===== src/rtl/mem_traffic_gen.sv =====
// Memory test sequencer: writes an address^seed pattern over a window, reads it back and
// compares each word. Results are held until the next start.
module mem_traffic_gen #(
  parameter int DATA_WIDTH    = 8,
  parameter int ADDRESS_WIDTH = 10,
  parameter int READ_LATENCY  = 1,
  parameter int ERR_WIDTH     = 16
) (
  input  logic                     clk,
  input  logic                     rst,
  input  logic                     start,
  input  logic [ADDRESS_WIDTH-1:0] base_addr,
  input  logic [ADDRESS_WIDTH-1:0] word_count,
  input  logic [DATA_WIDTH-1:0]    seed,
  output logic                     cs,
  output logic                     we,
  output logic                     oe,
  output logic [ADDRESS_WIDTH-1:0] address,
  output logic [DATA_WIDTH-1:0]    wr_data,
  input  logic [DATA_WIDTH-1:0]    rd_data,
  output logic                     busy,
  output logic                     done,
  output logic                     pass,
  output logic [ERR_WIDTH-1:0]     err_count,
  output logic [ADDRESS_WIDTH-1:0] fail_addr,
  output logic [DATA_WIDTH-1:0]    fail_data
);

  typedef enum logic [2:0] {IDLE, WRITE, READ, DRAIN, FINISH} state_t;

  localparam logic [ADDRESS_WIDTH-1:0] A_ONE      = ADDRESS_WIDTH'(1);
  localparam logic [ERR_WIDTH-1:0]     E_ONE      = ERR_WIDTH'(1);
  localparam logic [2:0]               DRAIN_LAST = 3'(READ_LATENCY - 1);

  function automatic logic [DATA_WIDTH-1:0] pattern(input logic [ADDRESS_WIDTH-1:0] a,
                                                    input logic [DATA_WIDTH-1:0]    s);
    return DATA_WIDTH'(a) ^ s;
  endfunction

  state_t                   state, state_nxt;
  logic [ADDRESS_WIDTH-1:0] base_q, count_q, idx;
  logic [DATA_WIDTH-1:0]    seed_q;
  logic [2:0]               drain_cnt;
  logic                     last_word;

  assign last_word = (idx == count_q - A_ONE);

  always_ff @(posedge clk) begin
    if (rst) state <= IDLE;
    else     state <= state_nxt;
  end

  always_comb begin
    state_nxt = state;
    case (state)
      IDLE:    if (start) state_nxt = (word_count == '0) ? FINISH : WRITE;
      WRITE:   if (last_word) state_nxt = READ;
      READ:    if (last_word) state_nxt = DRAIN;
      DRAIN:   if (drain_cnt == DRAIN_LAST) state_nxt = FINISH;
      default: state_nxt = IDLE;
    endcase
  end

  // Next values of the registered memory-side and status outputs.
  logic                     cs_n, we_n, oe_n, busy_n, done_n;
  logic [ADDRESS_WIDTH-1:0] addr_n;
  logic [DATA_WIDTH-1:0]    wdat_n, seed_cur;

  assign seed_cur = (state == IDLE) ? seed : seed_q;

  always_comb begin
    cs_n   = 1'b0;
    we_n   = 1'b0;
    oe_n   = 1'b0;
    addr_n = address;
    wdat_n = wr_data;
    busy_n = (state_nxt == WRITE) || (state_nxt == READ) || (state_nxt == DRAIN);
    done_n = (state_nxt == FINISH);
    case (state_nxt)
      WRITE: begin
        cs_n   = 1'b1;
        we_n   = 1'b1;
        addr_n = (state == IDLE) ? base_addr : address + A_ONE;
        wdat_n = pattern(addr_n, seed_cur);
      end
      READ: begin
        cs_n   = 1'b1;
        oe_n   = 1'b1;
        addr_n = (state == WRITE) ? base_q : address + A_ONE;
      end
      default: ;
    endcase
  end

  always_ff @(posedge clk) begin
    if (rst) begin
      cs <= 1'b0; we <= 1'b0; oe <= 1'b0;
      address <= '0; wr_data <= '0;
      busy <= 1'b0; done <= 1'b0;
    end else begin
      cs <= cs_n; we <= we_n; oe <= oe_n;
      address <= addr_n; wr_data <= wdat_n;
      busy <= busy_n; done <= done_n;
    end
  end

  always_ff @(posedge clk) begin
    if (rst) begin
      base_q <= '0; count_q <= '0; seed_q <= '0;
      idx <= '0; drain_cnt <= '0;
    end else begin
      case (state)
        IDLE: begin
          if (start) begin
            base_q  <= base_addr;
            count_q <= word_count;
            seed_q  <= seed;
          end
          idx       <= '0;
          drain_cnt <= '0;
        end
        WRITE, READ: idx <= last_word ? '0 : idx + A_ONE;
        DRAIN:       drain_cnt <= drain_cnt + 3'd1;
        default: begin
          idx       <= '0;
          drain_cnt <= '0;
        end
      endcase
    end
  end

  // Expected data rides alongside each read request until the memory answers.
  logic                     pipe_vld  [READ_LATENCY];
  logic [ADDRESS_WIDTH-1:0] pipe_addr [READ_LATENCY];
  logic [DATA_WIDTH-1:0]    pipe_exp  [READ_LATENCY];

  always_ff @(posedge clk) begin
    if (rst) begin
      for (int k = 0; k < READ_LATENCY; k++) begin
        pipe_vld[k]  <= 1'b0;
        pipe_addr[k] <= '0;
        pipe_exp[k]  <= '0;
      end
    end else begin
      pipe_vld[0]  <= cs & oe & ~we;
      pipe_addr[0] <= address;
      pipe_exp[0]  <= pattern(address, seed_q);
      for (int k = 1; k < READ_LATENCY; k++) begin
        pipe_vld[k]  <= pipe_vld[k-1];
        pipe_addr[k] <= pipe_addr[k-1];
        pipe_exp[k]  <= pipe_exp[k-1];
      end
    end
  end

  logic                 mismatch, run_start;
  logic [ERR_WIDTH-1:0] err_nxt;

  assign run_start = (state == IDLE) && start;
  assign mismatch  = pipe_vld[READ_LATENCY-1] && (rd_data != pipe_exp[READ_LATENCY-1]);

  always_comb begin
    err_nxt = err_count;
    if (run_start)                      err_nxt = '0;
    else if (mismatch && (err_count != '1)) err_nxt = err_count + E_ONE;
  end

  always_ff @(posedge clk) begin
    if (rst) begin
      err_count <= '0; fail_addr <= '0; fail_data <= '0; pass <= 1'b0;
    end else begin
      err_count <= err_nxt;
      if (run_start) begin
        fail_addr <= '0;
        fail_data <= '0;
      end else if (mismatch && (err_count == '0)) begin
        fail_addr <= pipe_addr[READ_LATENCY-1];
        fail_data <= rd_data;
      end
      if (state_nxt == FINISH) pass <= (err_nxt == '0);
      else if (run_start)      pass <= 1'b0;
    end
  end

endmodule

===== config.mk =====
export PLATFORM = sky130hd
export DESIGN_NAME = mem_traffic_gen
export DESIGN_NICKNAME = d
export VERILOG_FILES = /design/src/rtl/mem_traffic_gen.sv
export SDC_FILE = /design/constraint.sdc
export NUM_CORES = 1
export LEC_CHECK = 0
export ABC_AREA = 1
export CAP_MARGIN = 20
export CORE_MARGIN = 4
export CORE_UTILIZATION = 54
export DETAILED_ROUTE_END_ITERATION = 16
export GPL_ROUTABILITY_DRIVEN = 1
export GPL_TIMING_DRIVEN = 0
export PLACE_DENSITY = 0.8
export SYNTH_ARGS = -nofsm -noshare
export SYNTH_HDL_FRONTEND = slang
export SYNTH_SLANG_ARGS = --single-unit

===== constraint.sdc =====
create_clock -name clk -period 2.2 [get_ports clk]
set_input_delay 0.55 -clock clk [delete_from_list [all_inputs] [get_ports clk]]
set_output_delay 0.55 -clock clk [all_outputs]
set_load 0.02 [all_outputs]

==> results of run 1 <==
-- power by group --
part / switching (mW) / total [mW] / leakage, nW / internal [mW]
clock network: 1.13 / 2.90 / 0.303 / 1.77
logic: 0.571 / 0.944 / 2.27 / 0.374
registers: 0.0727 / 2.37 / 0.990 / 2.30
-- repair_timing --
item | CTS | global route
buffers inserted | 3 | 16
pin swaps | 3 | 20
gates resized for setup | 14 | 62
hold endpoints to repair | 0 | 0
gates cloned | 1 | 2
setup endpoints to repair | 37 | 41
-- state kept, by name (all words and copies together), names as in the netlist, 3 cells and up --
signal     count
pipe_exp       8
idx           10
fail_data      8
fail_addr     10
pipe_addr     10
seed_q         8
address       10
count_q       10
wr_data        8
state          3
err_count     16
drain_cnt      3
base_q        10
-- through the flow --
step,setup TNS [ps],instance area [um2]
6_report,-100.0,8223
3_3_place_gp,-22040,7194
3_5_place_dp,-23720,7194
4_1_cts,-4.404,7886
2_1_floorplan,0,6058
5_1_grt,-1226,8223
-- worst max-delay path, stage by stage --
cell and delay, ps:
clkdlybuf4s50_1 440, nor4_2 280, nand2_1 190, o21ai_4 220, o21ai_1 140, a21oi_2 240, nand3_4 180, buf_6 180
o211ai_2 170, nand2_1 70
-- layer usage --
layer | vias up | wire length [um]
met1 | 2944 | 7466
met3 | 69 | 1704
li1 | 3097 | -
met2 | 362 | 8566
met5 | - | 0
met4 | 0 | 630
-- cell type report --
type / instances / share of cell area [%]
inverter: 107 / 5.097
sequential: 121 / 29.60
tap: 140 / 2.130
clock inverter: 15 / 2.495
multi-input combinational: 615 / 39.23
buffer: 32 / 2.100
timing repair buffer: 117 / 14.32
clock buffer: 17 / 5.037
-- worst min-delay path by stage --
stage,slack (ps),cells past startpoint,end
CTS,440,2,fail_data[1]$_SDFFE_PP0P_
finish,430,3,fail_data[7]$_SDFFE_PP0P_
global placement,430,2,base_q[5]$_SDFFE_PP0P_
floorplan,420,2,base_q[0]$_SDFFE_PP0P_
detailed placement,430,2,base_q[5]$_SDFFE_PP0P_
global route,460,3,fail_data[7]$_SDFFE_PP0P_
-- cell families after synthesis --
family | Yosys count | synth area share [%]
flip-flops | 121 | 39.98
buffers and inverters | 139 | 9.108
AND/OR/NAND/NOR | 413 | 30.21
AO/OA/AOI/OAI | 153 | 13.32
XOR/XNOR | 41 | 5.927
adder cells (fa/ha/maj) | 7 | 1.446
-- cells in the final DEF, fill, tap and decap left out, types with 11 or more instances in the layout --
cell	n
clkdlybuf4s50_1	89
clkbuf_16	17
clkbuf_1	16
inv_1	96
o21ai_0	89
buf_4	17
nand4_1	12
nand2_1	213
nand3_1	64
nor3_1	14
nor2_2	11
nor2_1	69
xor2_1	22
a21oi_1	44
dfxtp_1	116
xnor2_1	19
==> flow_summary.ini, run 1 <==
[timing]
fin_crit_ps = 2262
fin_skew_ps = 9.760
rsz0062_at_grt = true
max_freq_mhz = 442.2
setup_slack_ps = -61.61
setup_viol = 2
hold_slack_ps = 427.5
timing.final.crit_share_pct = 102.8
hold_viol_final = 0
finalMaxSlewViolations = 0
worstMarginPinSlew_ps = 670.3
relSlewSlack_pct = 55.31

[floorplan]
initial_core_util_pct = 55.64
row_count = 38
core_area_mm2 = 0.01089
ios = 97
die_h_um = 113.9
die_area_mm2 = 0.01298
die_w_um = 113.9

[yosys]
yosys.area.top_type_share_pct = 39.98
syn_inst = 874
synth_most_common_cell = nand2_1
ys_seq_elements = 121
synth_area_leaders = dfxtp_1 40%, nand2_1 14%, o21ai_0 7.8%, inv_1 6.1%, nand3_1 5.3%
ys_seq_area_share_pct = 39.98
synth_top_area_cell = dfxtp_1
syn_nets = 920
synth.distinct_cells = 40
synth.cell_area_mm2 = 0.006058
synthTopCellsByCount = 219 x nand2_1, 121 x dfxtp_1, 98 x inv_1
avgSynthCellArea_um2 = 6.932
yosysWarnings = 0
async_reset_ff_share_pct = 0
synth_edf_count = 0
synth-main-ff-cell = dfxtp_1

[cells_and_area]
area_delta_synth_final_pct = 35.73
utilization_pct = 75.52
fillerInstances = 782
seqCellArea_mm2 = 0.002434
antennaDiodeCount = 0
multiInputGateArea_mm2 = 0.003226
stdcell_count = 1164
layout-drive-gt1-share_pct = 12.60
nets = 1057

[setup_path]
critPathLaunch = word_count[1]
end_kind = register
startpoint_type = input pin
reg2regPathDepth = 12
required_ps = 2610
r2r-end = address[7]$_SDFFE_PP0P_
reg2reg_from = state[2]$_SDFF_PP0_
r2r_setup_slack_ps = -60
crit_type = input pin to register
arrival_ps = 2670
crit_fanout = 6
critPathCapture = address[7]$_SDFFE_PP0P_

[run]
drv_cap = 0

[grt]
grt_pass1_vias = 5698
busiest_layer = met2
track_usage_pct = 26.09
met3_usage_pct = 5.995
antenna_found_initial = 0
overflow = 0
use_met1_pct = 34.77
grt_max_degree = 17
grt.met2_usage_pct = 41.10
grt_first_pass_wirelength_um = 27360

[clock_tree]
cts_num_sinks = 121
insertion_delay_ps = 520
numCtsBuffers = 17
ctsHtreeMaxLevel = 4
cts_tree = built
path_clk_slew_ps = 60
cts_hold_buf = 0
ctsRootBufferMaster = clkbuf_8
clock_path_buffers = 2

[placed_design]
place_hpwl_um = 12090
numPortBuffers = 96
post-place-cells = 1110
gp_congestion = 0.9300
post-place-ws_ps = -544.1

[outcome]
status = finished, violations left
violations = setup timing

[drt]
via_count = 6472
ant_nets = 0
routedWlPerCell_um = 15.78
post_drt_via_cell_ratio = 5.560
drt_iter0_markers = 668
routed_wl_um = 18370
drtPass1Iterations = 6
drc = 0

[min_path]
hold_path.startpoint = rd_data[7]
hp-class = input pin to register

[pwr]
irDropWorstVdd_uv = 571.2
power.density_mw_per_mm2 = 755.8
power.total_mw = 6.215
leakage_nw = 3.560
Note: power is estimated with default switching activity, not from simulation.
==> run 2, diff against run 1 <==
--- a/config.mk
+++ b/config.mk
@@ -9,6 +9,7 @@
 export CAP_MARGIN = 20
 export CORE_MARGIN = 4
 export CORE_UTILIZATION = 54
+export CTS_CLUSTER_SIZE = 10
 export DETAILED_ROUTE_END_ITERATION = 16
 export GPL_ROUTABILITY_DRIVEN = 1
 export GPL_TIMING_DRIVEN = 0
==> results of run 2 <==
The final DEF is identical to that of run 1; final timing and power are the same.
